$ cat src/rtl/cpu_trace_pkg.sv
// Shared types and entry layout for the LEGv8 run/trace monitor.
// Optional feature macro: TRACE_SNAPSHOT_EN (appends a full register snapshot to each trace entry).
package cpu_trace_pkg;

  // Run controller states; terminal states hold until reset.
  typedef enum logic [1:0] {
    HOLD      = 2'd0,
    RUN       = 2'd1,
    HALTED    = 2'd2,
    TIMED_OUT = 2'd3
  } run_state_e;

`ifdef TRACE_SNAPSHOT_EN
  localparam bit SNAPSHOT_EN = 1'b1;
`else
  localparam bit SNAPSHOT_EN = 1'b0;
`endif

  // Width of the snapshot field at the bottom of an entry (zero when disabled).
  function automatic int snap_w(input int num_regs, input int reg_w);
    return SNAPSHOT_EN ? num_regs * reg_w : 0;
  endfunction

  // Entry layout, MSB to LSB: {cycle, pc, mask[, regs_flat]}.
  function automatic int entry_w(input int num_regs, input int reg_w,
                                 input int addr_w, input int cyc_w);
    return cyc_w + addr_w + num_regs + snap_w(num_regs, reg_w);
  endfunction

  function automatic int mask_lsb(input int num_regs, input int reg_w);
    return snap_w(num_regs, reg_w);
  endfunction

  function automatic int pc_lsb(input int num_regs, input int reg_w);
    return mask_lsb(num_regs, reg_w) + num_regs;
  endfunction

  function automatic int cyc_lsb(input int num_regs, input int reg_w, input int addr_w);
    return pc_lsb(num_regs, reg_w) + addr_w;
  endfunction

endpackage

$ cat src/rtl/cpu_trace_fifo.sv
// Synchronous first-word-fall-through FIFO for trace entries.
// A push into a full FIFO succeeds only when a pop happens on the same edge;
// otherwise the entry is dropped and the sticky ovf flag is raised.
// Pointers carry one extra wrap bit so full and empty are distinguishable.
module cpu_trace_fifo
#(
  parameter int WIDTH = 8,
  parameter int DEPTH = 16
) (
  input  logic             clock,
  input  logic             reset,
  input  logic             push,
  input  logic [WIDTH-1:0] push_data,
  input  logic             pop,
  output logic [WIDTH-1:0] pop_data,
  output logic             empty,
  output logic             ovf
);

  localparam int PTR_W = $clog2(DEPTH);

  logic [WIDTH-1:0] mem [DEPTH];
  logic [PTR_W:0]   wr_ptr;
  logic [PTR_W:0]   rd_ptr;
  logic             full;
  logic             do_push;
  logic             do_pop;

  // Status, accepted transfers and the fall-through head word.
  always_comb begin
    empty    = (wr_ptr == rd_ptr);
    full     = (wr_ptr[PTR_W] != rd_ptr[PTR_W]) &&
               (wr_ptr[PTR_W-1:0] == rd_ptr[PTR_W-1:0]);
    do_pop   = pop && !empty;
    do_push  = push && (!full || do_pop);
    pop_data = empty ? '0 : mem[rd_ptr[PTR_W-1:0]];
  end

  // Pointer and overflow bookkeeping; reset empties the FIFO.
  always_ff @(posedge clock) begin
    if (!reset) begin
      wr_ptr <= '0;
      rd_ptr <= '0;
      ovf    <= 1'b0;
    end else begin
      if (do_push) wr_ptr <= wr_ptr + (PTR_W+1)'(1);
      if (do_pop)  rd_ptr <= rd_ptr + (PTR_W+1)'(1);
      if (push && !do_push) ovf <= 1'b1;
    end
  end

  // Storage array; contents are don't-care while not between the pointers.
  always_ff @(posedge clock) begin
    if (do_push) mem[wr_ptr[PTR_W-1:0]] <= push_data;
  end

endmodule

$ cat src/rtl/cpu_run_trace_monitor.sv
// Run controller and register-trace monitor for a LEGv8 core.
// Holds the core in reset after system reset, then watches PC and register
// taps, queueing one {cycle, pc, change-mask} record per cycle with any change.
// Stops on halt (PC unchanged for HALT_CYCLES cycles) or on watchdog timeout.
// Optional feature macro: TRACE_SNAPSHOT_EN (entries also carry regs_flat).
//
// Trace handshake: an entry transfers on every clock edge where trace_valid
// and trace_ready are both 1; while trace_valid is 1 and trace_ready is 0 the
// head entry on trace_data does not change.
module cpu_run_trace_monitor
  import cpu_trace_pkg::*;
#(
  parameter int NUM_REGS       = 8,
  parameter int REG_W          = 16,
  parameter int ADDR_W         = 32,
  parameter int CYC_W          = 32,
  parameter int DEPTH          = 16,
  parameter int RESET_CYCLES   = 2,
  parameter int HALT_CYCLES    = 8,
  parameter int TIMEOUT_CYCLES = 100,
  localparam int ENTRY_W       = entry_w(NUM_REGS, REG_W, ADDR_W, CYC_W)
) (
  input  logic                      clock,
  input  logic                      reset,
  input  logic [ADDR_W-1:0]         address,
  input  logic [NUM_REGS*REG_W-1:0] regs_flat,
  input  logic                      trace_ready,
  output logic                      cpu_reset,
  output logic                      running,
  output logic                      halted,
  output logic                      timed_out,
  output logic [CYC_W-1:0]          cycle_count,
  output logic                      trace_valid,
  output logic [ENTRY_W-1:0]        trace_data,
  output logic                      trace_ovf,
  output run_state_e                fsm_state
);

  localparam int RW       = NUM_REGS * REG_W;
  localparam int HOLD_W   = $clog2(RESET_CYCLES + 1);
  localparam int STAB_W   = $clog2(HALT_CYCLES + 1);
  localparam int MASK_LSB = mask_lsb(NUM_REGS, REG_W);
  localparam int PC_LSB   = pc_lsb(NUM_REGS, REG_W);
  localparam int CYC_LSB  = cyc_lsb(NUM_REGS, REG_W, ADDR_W);

  run_state_e          state;
  run_state_e          state_nxt;
  logic [HOLD_W-1:0]   hold_cnt;
  logic                baseline_done;
  logic [RW-1:0]       prev_regs;
  logic [ADDR_W-1:0]   prev_pc;
  logic [STAB_W-1:0]   stable_cnt;

  logic [NUM_REGS-1:0] mask;
  logic                compare_en;
  logic                push;
  logic [ENTRY_W-1:0]  push_data;
  logic                pc_same;
  logic [STAB_W-1:0]   stable_nxt;
  logic [CYC_W-1:0]    count_nxt;
  logic                halt_hit;
  logic                timeout_hit;
  logic                fifo_empty;

  // Per-register change detection against last cycle's values.
  always_comb begin
    mask = '0;
    for (int i = 0; i < NUM_REGS; i++) begin
      mask[i] = (regs_flat[i*REG_W +: REG_W] != prev_regs[i*REG_W +: REG_W]);
    end
  end

  // Compare, push and stop-condition decode for the current RUN cycle.
  // The first RUN cycle only captures the baseline, so nothing is compared.
  always_comb begin
    compare_en  = (state == RUN) && baseline_done;
    push        = compare_en && (mask != '0);
    pc_same     = (address == prev_pc);
    stable_nxt  = pc_same ? stable_cnt + STAB_W'(1) : '0;
    count_nxt   = cycle_count + CYC_W'(1);
    halt_hit    = compare_en && (stable_nxt == STAB_W'(HALT_CYCLES - 1));
    timeout_hit = (state == RUN) && (count_nxt == CYC_W'(TIMEOUT_CYCLES - 1));
  end

  // Trace entry assembly; snapshot bits exist only when the feature is built in.
  always_comb begin
    push_data = '0;
    push_data[CYC_LSB  +: CYC_W]    = cycle_count;
    push_data[PC_LSB   +: ADDR_W]   = address;
    push_data[MASK_LSB +: NUM_REGS] = mask;
`ifdef TRACE_SNAPSHOT_EN
    push_data[RW-1:0] = regs_flat;
`endif
  end

  // State register.
  always_ff @(posedge clock) begin
    if (!reset) state <= HOLD;
    else        state <= state_nxt;
  end

  // Next-state logic; halt wins over a timeout detected on the same cycle.
  always_comb begin
    state_nxt = state;
    case (state)
      HOLD: begin
        if (hold_cnt == HOLD_W'(RESET_CYCLES - 1)) state_nxt = RUN;
      end
      RUN: begin
        if (halt_hit)         state_nxt = HALTED;
        else if (timeout_hit) state_nxt = TIMED_OUT;
      end
      default: state_nxt = state;
    endcase
  end

  // State-decoded outputs; the flags are sticky because terminal states persist.
  always_comb begin
    cpu_reset = (state == HOLD);
    running   = (state == RUN);
    halted    = (state == HALTED);
    timed_out = (state == TIMED_OUT);
    fsm_state = state;
  end

  // Counters and baseline registers; they only move in HOLD and RUN.
  always_ff @(posedge clock) begin
    if (!reset) begin
      hold_cnt      <= '0;
      baseline_done <= 1'b0;
      prev_regs     <= '0;
      prev_pc       <= '0;
      stable_cnt    <= '0;
      cycle_count   <= '0;
    end else begin
      case (state)
        HOLD: hold_cnt <= hold_cnt + HOLD_W'(1);
        RUN: begin
          prev_regs     <= regs_flat;
          prev_pc       <= address;
          baseline_done <= 1'b1;
          cycle_count   <= count_nxt;
          if (baseline_done) stable_cnt <= stable_nxt;
        end
        default: ;
      endcase
    end
  end

  cpu_trace_fifo #(
    .WIDTH (ENTRY_W),
    .DEPTH (DEPTH)
  ) u_fifo (
    .clock     (clock),
    .reset     (reset),
    .push      (push),
    .push_data (push_data),
    .pop       (trace_ready),
    .pop_data  (trace_data),
    .empty     (fifo_empty),
    .ovf       (trace_ovf)
  );

  // Valid whenever the FIFO holds an entry.
  always_comb trace_valid = !fifo_empty;

endmodule

$ cat config.mk
export PLATFORM = sky130hd
export DESIGN_NAME = cpu_run_trace_monitor
export DESIGN_NICKNAME = d
export VERILOG_FILES = /design/src/rtl/cpu_trace_pkg.sv /design/src/rtl/cpu_trace_fifo.sv /design/src/rtl/cpu_run_trace_monitor.sv
export SDC_FILE = /design/constraint.sdc
export NUM_CORES = 1
export LEC_CHECK = 0
export CAP_MARGIN = 0
export CORE_UTILIZATION = 30
export CTS_BUF_LIST = sky130_fd_sc_hd__clkbuf_4 sky130_fd_sc_hd__clkbuf_8
export CTS_CLUSTER_SIZE = 28
export DETAILED_ROUTE_END_ITERATION = 10
export GPL_TIMING_DRIVEN = 0
export HOLD_SLACK_MARGIN = 0.08
export PLACE_DENSITY = 0.54
export SLEW_MARGIN = 20
export SYNTH_ARGS = -nofsm -noshare
export SYNTH_HDL_FRONTEND = slang
export SYNTH_HIERARCHICAL = 1
export SYNTH_SLANG_ARGS = --single-unit
$ cat constraint.sdc
create_clock -name clock -period 13.4 [get_ports clock]
set_clock_uncertainty 0.1 [all_clocks]
set_input_delay 1.34 -clock clock [delete_from_list [all_inputs] [get_ports clock]]
set_output_delay 1.34 -clock clock [all_outputs]
set_load 0.02 [all_outputs]
# Word level (Yosys, flattened, before mapping)
# Memory sizes are Yosys's and may differ from the RTL's. A register that Yosys moved wholly into a read port is not among the register bits.
# Index checks and enable logic that the tools add are counted.
# W data, S select, Z words.
[word_totals]
output_inout_bits = 112
mem_count = 1
mem_bits_rw = 1152
elab_cells = 63
register_bits = 212
[op_classes]
eq_ne = 20
reduce_logical = 17
n_mux = 10
add_sub_neg = 5
[memory_table]
columns = ["name", "words", "width", "rd", "rd_clocked_by_memory_dff", "wr", "line_no", "rtl"]
rows = [
  ["u_fifo.mem", 16, 72, 1, 1, 1, "cpu_trace_fifo.sv:22", "logic [WIDTH-1:0] mem [DEPTH];"],
]
[ops]
columns = ["op", "n"]
rows = [
  ["$ne A16 B16 Y1", 8],
  ["$mux W72", 1],
  ["$add A32 B1 Y32 const B", 1],
  ["$eq A32 B32 Y1", 1],
  ["$eq A32 B7 Y1 const B", 1],
  ["$mux W4", 3],
  ["$add A5 B1 Y5 const B", 2],
  ["$logic_and A1 B1 Y1", 8],
  ["$reduce_bool A8 Y1", 1],
  ["$mux W2", 3],
  ["$eq A5 B5 Y1", 1],
  ["$add A4 B1 Y4 const B", 1],
  ["$eq A2 B1 Y1 const B", 2],
  ["$eq A2 B2 Y1 const B", 2],
  ["$eq A4 B3 Y1 const B", 1],
  ["$eq A4 B4 Y1", 1],
  ["$pmux W2 S2", 1],
  ["$logic_not A1 Y1", 3],
  ["$ne A3 B1 Y1 const B", 1],
  ["$reduce_and A3 Y1", 1],
  ["$add A2 B1 Y2 const B", 1],
  ["$logic_not A2 Y1", 1],
  ["$mux W1", 2],
  ["$ne A2 B1 Y1 const B", 1],
  ["4 further kinds", 4],
]

# Depth between registers and ports, before layout
[logic_depth]
ltp_word = 7
depth_mapped = 9
mapped_depth_nobuf = 9

# Hierarchy
# Netlist, hierarchy kept.
[modules_own_cells]
columns = ["mod", "cells_per_inst", "area_per_inst_um2", "seq_area_each_um2", "n_inst"]
rows = [
  ["cpu_trace_fifo", 1877, 44527.7, 34893.5, 1],
  ["cpu_run_trace_monitor", 1215, 10098.4, 4023.9, 1],
]

# Worst setup path after synthesis
# No wires, ideal clock.
[synth_path]
path_kind = "input -> register"
from = "input regs_flat[99]"
to = "register u_fifo.wr_ptr[4]"
n_path_buf = 0
arrival_time_ns = 6.110
setup_slack_ns = 6.888
stages = 8
cell_sequence = "xor2_1 > nor4_1 > nand4_1 > nor4_1 > a21oi_1 > nand3_1 > a21oi_1 > mux2i_1"
[synth_between]
elab_chain_cells = 4
[synth_rtl]
columns = ["item", "line_no", "rtl"]
rows = [
  ["start: declaration", "cpu_run_trace_monitor.sv:26", "input logic [NUM_REGS*REG_W-1:0] regs_flat,"],
  ["$ne A16 B16 Y1", "cpu_run_trace_monitor.sv:69", "mask[i] = (regs_flat[i*REG_W +: REG_W] != prev_regs[i*REG_W +: REG_W]);"],
  ["net mask[6]", "cpu_run_trace_monitor.sv:54", "logic [NUM_REGS-1:0] mask;"],
  ["$reduce_bool A8 Y1", "cpu_run_trace_monitor.sv:77", "push = compare_en && (mask != '0);"],
  ["$logic_and A1 B1 Y1", "cpu_run_trace_monitor.sv:77", ""],
  ["net push", "cpu_run_trace_monitor.sv:56", "logic push;"],
  ["$logic_and A1 B1 Y1", "cpu_trace_fifo.sv:35", "do_push = push && (!full || do_pop);"],
  ["end signal: assignment", "cpu_trace_fifo.sv:46", "if (do_push) wr_ptr <= wr_ptr + (PTR_W+1)'(1);"],
  ["end: declaration", "cpu_trace_fifo.sv:23", "logic [PTR_W:0] wr_ptr;"],
]
# The timed path passes the listed nets, and every way through them passes these cells.
# A chain may end at the register's enable or synchronous reset.

==> flow_metrics.env <==
export IMPL_status="finished clean"
export IMPL_routed_via_density=4.92
export IMPL_fin_nets=3806
export IMPL_worst_setup_path_end_kind="output pin"
export IMPL_drt_pass1_iterations=7
export IMPL_leakage_nw=21.3
export IMPL_relSlewSlack=0.246
export IMPL_hp_class="flip-flop to flip-flop"
export IMPL_design_area_um2=66000
export IMPL_worst_pin_slew_ns=1.13
export IMPL_htreeDepth=4
export IMPL_gr_usage_met1=0.221
export IMPL_drc=0
export IMPL_synth_edf_count=1152
export IMPL_coreArea_um2=181000
export IMPL_port_buffers=274
export IMPL_slew_violations=0
export IMPL_wl_per_cell_um=25.1
export IMPL_postSynthCellCount=3092
export IMPL_grt_max_degree=36
export IMPL_synthArstFlopShare=0
export IMPL_yosysUniqueCellTypes=66
export IMPL_cts_inserted_buffers=226
export IMPL_whs_ns=0.372
export IMPL_period_needed_ns=5.91
export IMPL_critPathKind="flip-flop to output pin"
export IMPL_grt_pass1_vias=31200
export IMPL_synth_warning_count=6
export IMPL_die_w_um=429
export IMPL_crit_arrival_ns=4.47
export IMPL_clk_latency_ns=0.96
export IMPL_start_util=0.302
export IMPL_fin_ws_ns=7.49
export IMPL_fin_util=0.365
export IMPL_cts_hold_buf=0
export IMPL_area_delta_synth_final_pct=20.8
export IMPL_syn_area_um2=54600
export IMPL_total_power_mw=10.1
export IMPL_clkSinkCount=1368
export IMPL_ys_seq_area_frac=0.712
export IMPL_drt_iter0_drc=2338
export IMPL_wl_um=155000
export IMPL_grt_util_all_layers=0.167
export IMPL_use_met2=0.272
export IMPL_cp_max_fo=10
export IMPL_cts_root_buf="clkbuf_8"
export IMPL_place_hpwl_um=101000
export IMPL_ir_worst_vdd_mv=0.0887
export IMPL_detailroute_via_count=30500
export IMPL_synth_fp_nets=3264
export IMPL_pwr_density_cell_nw_per_um2=153
export IMPL_cts_resized=0
export IMPL_fp_dieH_um=429
export IMPL_use_met3=0.0434
export IMPL_place_ws_ns=7.60
export IMPL_setup_viol_count_final=0
export IMPL_max_cap_violations=0
export IMPL_start_kind="flip-flop"
export IMPL_dp_cells=5775
export IMPL_cp_data_required_time_ns=11.96
export IMPL_hold_viol=0
export IMPL_grt_setup_unrepaired="no"
export IMPL_finalSetupTns_ns=0
export IMPL_postSynthAreaPerCell_um2=17.7
export IMPL_tritoncts="yes"
export IMPL_antenna_found_initial=24
export IMPL_rows=156
export IMPL_ant_nets=0
export IMPL_placed_cell_area_um2=61300
export IMPL_grt_overflow_total=0
export IMPL_io_pin_count=275
export IMPL_clkSlewWorstSetupHoldPaths_ns=0.06
export IMPL_drive_gt1_frac=0.239
export IMPL_fin_crit_sh=0.441
export IMPL_finalNonFillerCells=6189
export IMPL_cts_setup_buffers=0
export IMPL_grt_pass1_wl_um=222000
export IMPL_ys_flop_type="edfxtp_1"
export IMPL_grt_busiest_layer="met2"
export IMPL_dieArea_um2=184000
export IMPL_ys_ff_latch=1368
export IMPL_fmaxAchievable_mhz=169
export IMPL_cts_max_path_buffers=3
export IMPL_gp_congestion=0.802
[kinds of logic after synthesis]
group,share of synthesized area
AOI/OAI and AO/OA,0.0468
muxes,0.120
adders and majority gates,0.00206
DFF,0.712
buffers and inverters,0.0202
and+or+nand+nor,0.0645
xor gates and xnor gates,0.0338
[power breakdown]
group / internal [mW] / total (mW) / switching [mW] / leakage, nW
registers: 4.69 / 4.76 / 0.0773 / 12.6
clock network: 2.03 / 3.73 / 1.70 / 2.44
logic: 0.623 / 1.60 / 0.978 / 6.22
[Yosys cell counts, types with 2 or more instances]
cell type | count | area (um^2)
edfxtp_1 | 1152 | 34600
nand2_1 | 360 | 1350
mux4_2 | 288 | 6490
dfxtp_1 | 216 | 4320
a21boi_0 | 162 | 1220
xor2_1 | 146 | 1280
o22ai_1 | 128 | 801
clkbuf_1 | 91 | 342
nor3_2 | 70 | 701
xnor2_1 | 63 | 552
nor4_1 | 43 | 269
nand4_1 | 41 | 257
and2_1 | 35 | 219
buf_6 | 34 | 383
buf_2 | 26 | 130
buf_4 | 21 | 158
nand3_1 | 21 | 105
and3_1 | 20 | 125
nor2_1 | 19 | 71.3
o22ai_2 | 18 | 225
nor3_1 | 12 | 60.1
o21ai_0 | 11 | 55.1
buf_1 | 10 | 37.5
inv_1 | 10 | 37.5
ha_1 | 9 | 113
mux2i_1 | 8 | 80.1
nand2b_1 | 8 | 50.1
a21oi_1 | 7 | 35.0
nor2b_1 | 6 | 37.5
o211ai_1 | 6 | 45.0
or3_1 | 5 | 31.3
a31oi_1 | 4 | 25.0
and4b_1 | 4 | 40.0
a211o_1 | 2 | 17.5
and4_4 | 2 | 22.5
nand3b_1 | 2 | 15.0
nand4_4 | 2 | 42.5
o211a_1 | 2 | 20.0
[area by class of cell]
class / instances / area (um^2)
fillers: 17000 / 115000
flip-flops and latches: 1368 / 38900
multi-input cells: 1529 / 14700
clock buffers: 336 / 4040
repair buffers: 314 / 3640
well taps: 2370 / 2970
plain buffers: 183 / 1060
clock inverters: 69 / 574
inverters: 12 / 47.5
diodes: 8 / 20.0
[worst paths after layout]
kind | from | to | slack (ns) | cells after the start
setup / recovery | flip-flop | trace_data[51] | 7.49 | 6
hold / removal | prev_regs[15]$_SDFFE_PN0P_ | prev_regs[15]$_SDFFE_PN0P_ | 0.37 | 2
setup reg to reg | prev_regs[121]$_SDFFE_PN0P_ | u_fifo/mem[13][28]$_DFFE_PP_ | 9.12 | 11
hold reg to reg | prev_regs[15]$_SDFFE_PN0P_ | prev_regs[15]$_SDFFE_PN0P_ | 0.37 | 2
[cells in the final DEF (no fill, tap or decap), drive strengths merged, types with 9 or more instances in the layout]
| cell type | n |
|---|---|
| o22ai | 146 |
| o21ai | 11 |
| nor2 | 20 |
| nand2 | 361 |
| and3 | 22 |
| mux4 | 288 |
| ha | 9 |
| dfxtp | 216 |
| buf | 131 |
| clkbuf | 428 |
| nor4 | 44 |
| xnor2 | 64 |
| nand3 | 21 |
| nor3 | 83 |
| a21boi | 162 |
| clkdlybuf4s50 | 274 |
| edfxtp | 1152 |
| inv | 20 |
| a21oi | 9 |
| and2 | 36 |
| clkinv | 54 |
| xor2 | 146 |
| nand4 | 43 |
[critical path: stages, from the launching register on]
cell,delay [ns]
dfxtp_1,0.45
nand2b_1,0.37
clkbuf_1,0.69
clkbuf_1,0.62
o22ai_1,0.23
nor3_2,0.47
clkdlybuf4s50_1,0.70
[registers in the layout, indices dropped and copies added (netlist names), named ones only]
| signal | count |
|---|---|
| u_fifo/mem | 1152 |
| prev_regs | 128 |
| cycle_count | 32 |
| prev_pc | 32 |
| u_fifo/rd_ptr | 5 |
| u_fifo/wr_ptr | 5 |
| stable_cnt | 4 |
| fsm_state | 2 |
| hold_cnt | 2 |
| baseline_done | 1 |
| u_fifo/ovf | 1 |
[layer usage]
layer  up-vias  share of wire
li1      13300              -
met3       241          0.068
met2      1008           0.48
met5         -         0.0012
met1     15900           0.43
met4        26          0.023
Power figures use the tool's default switching activity.
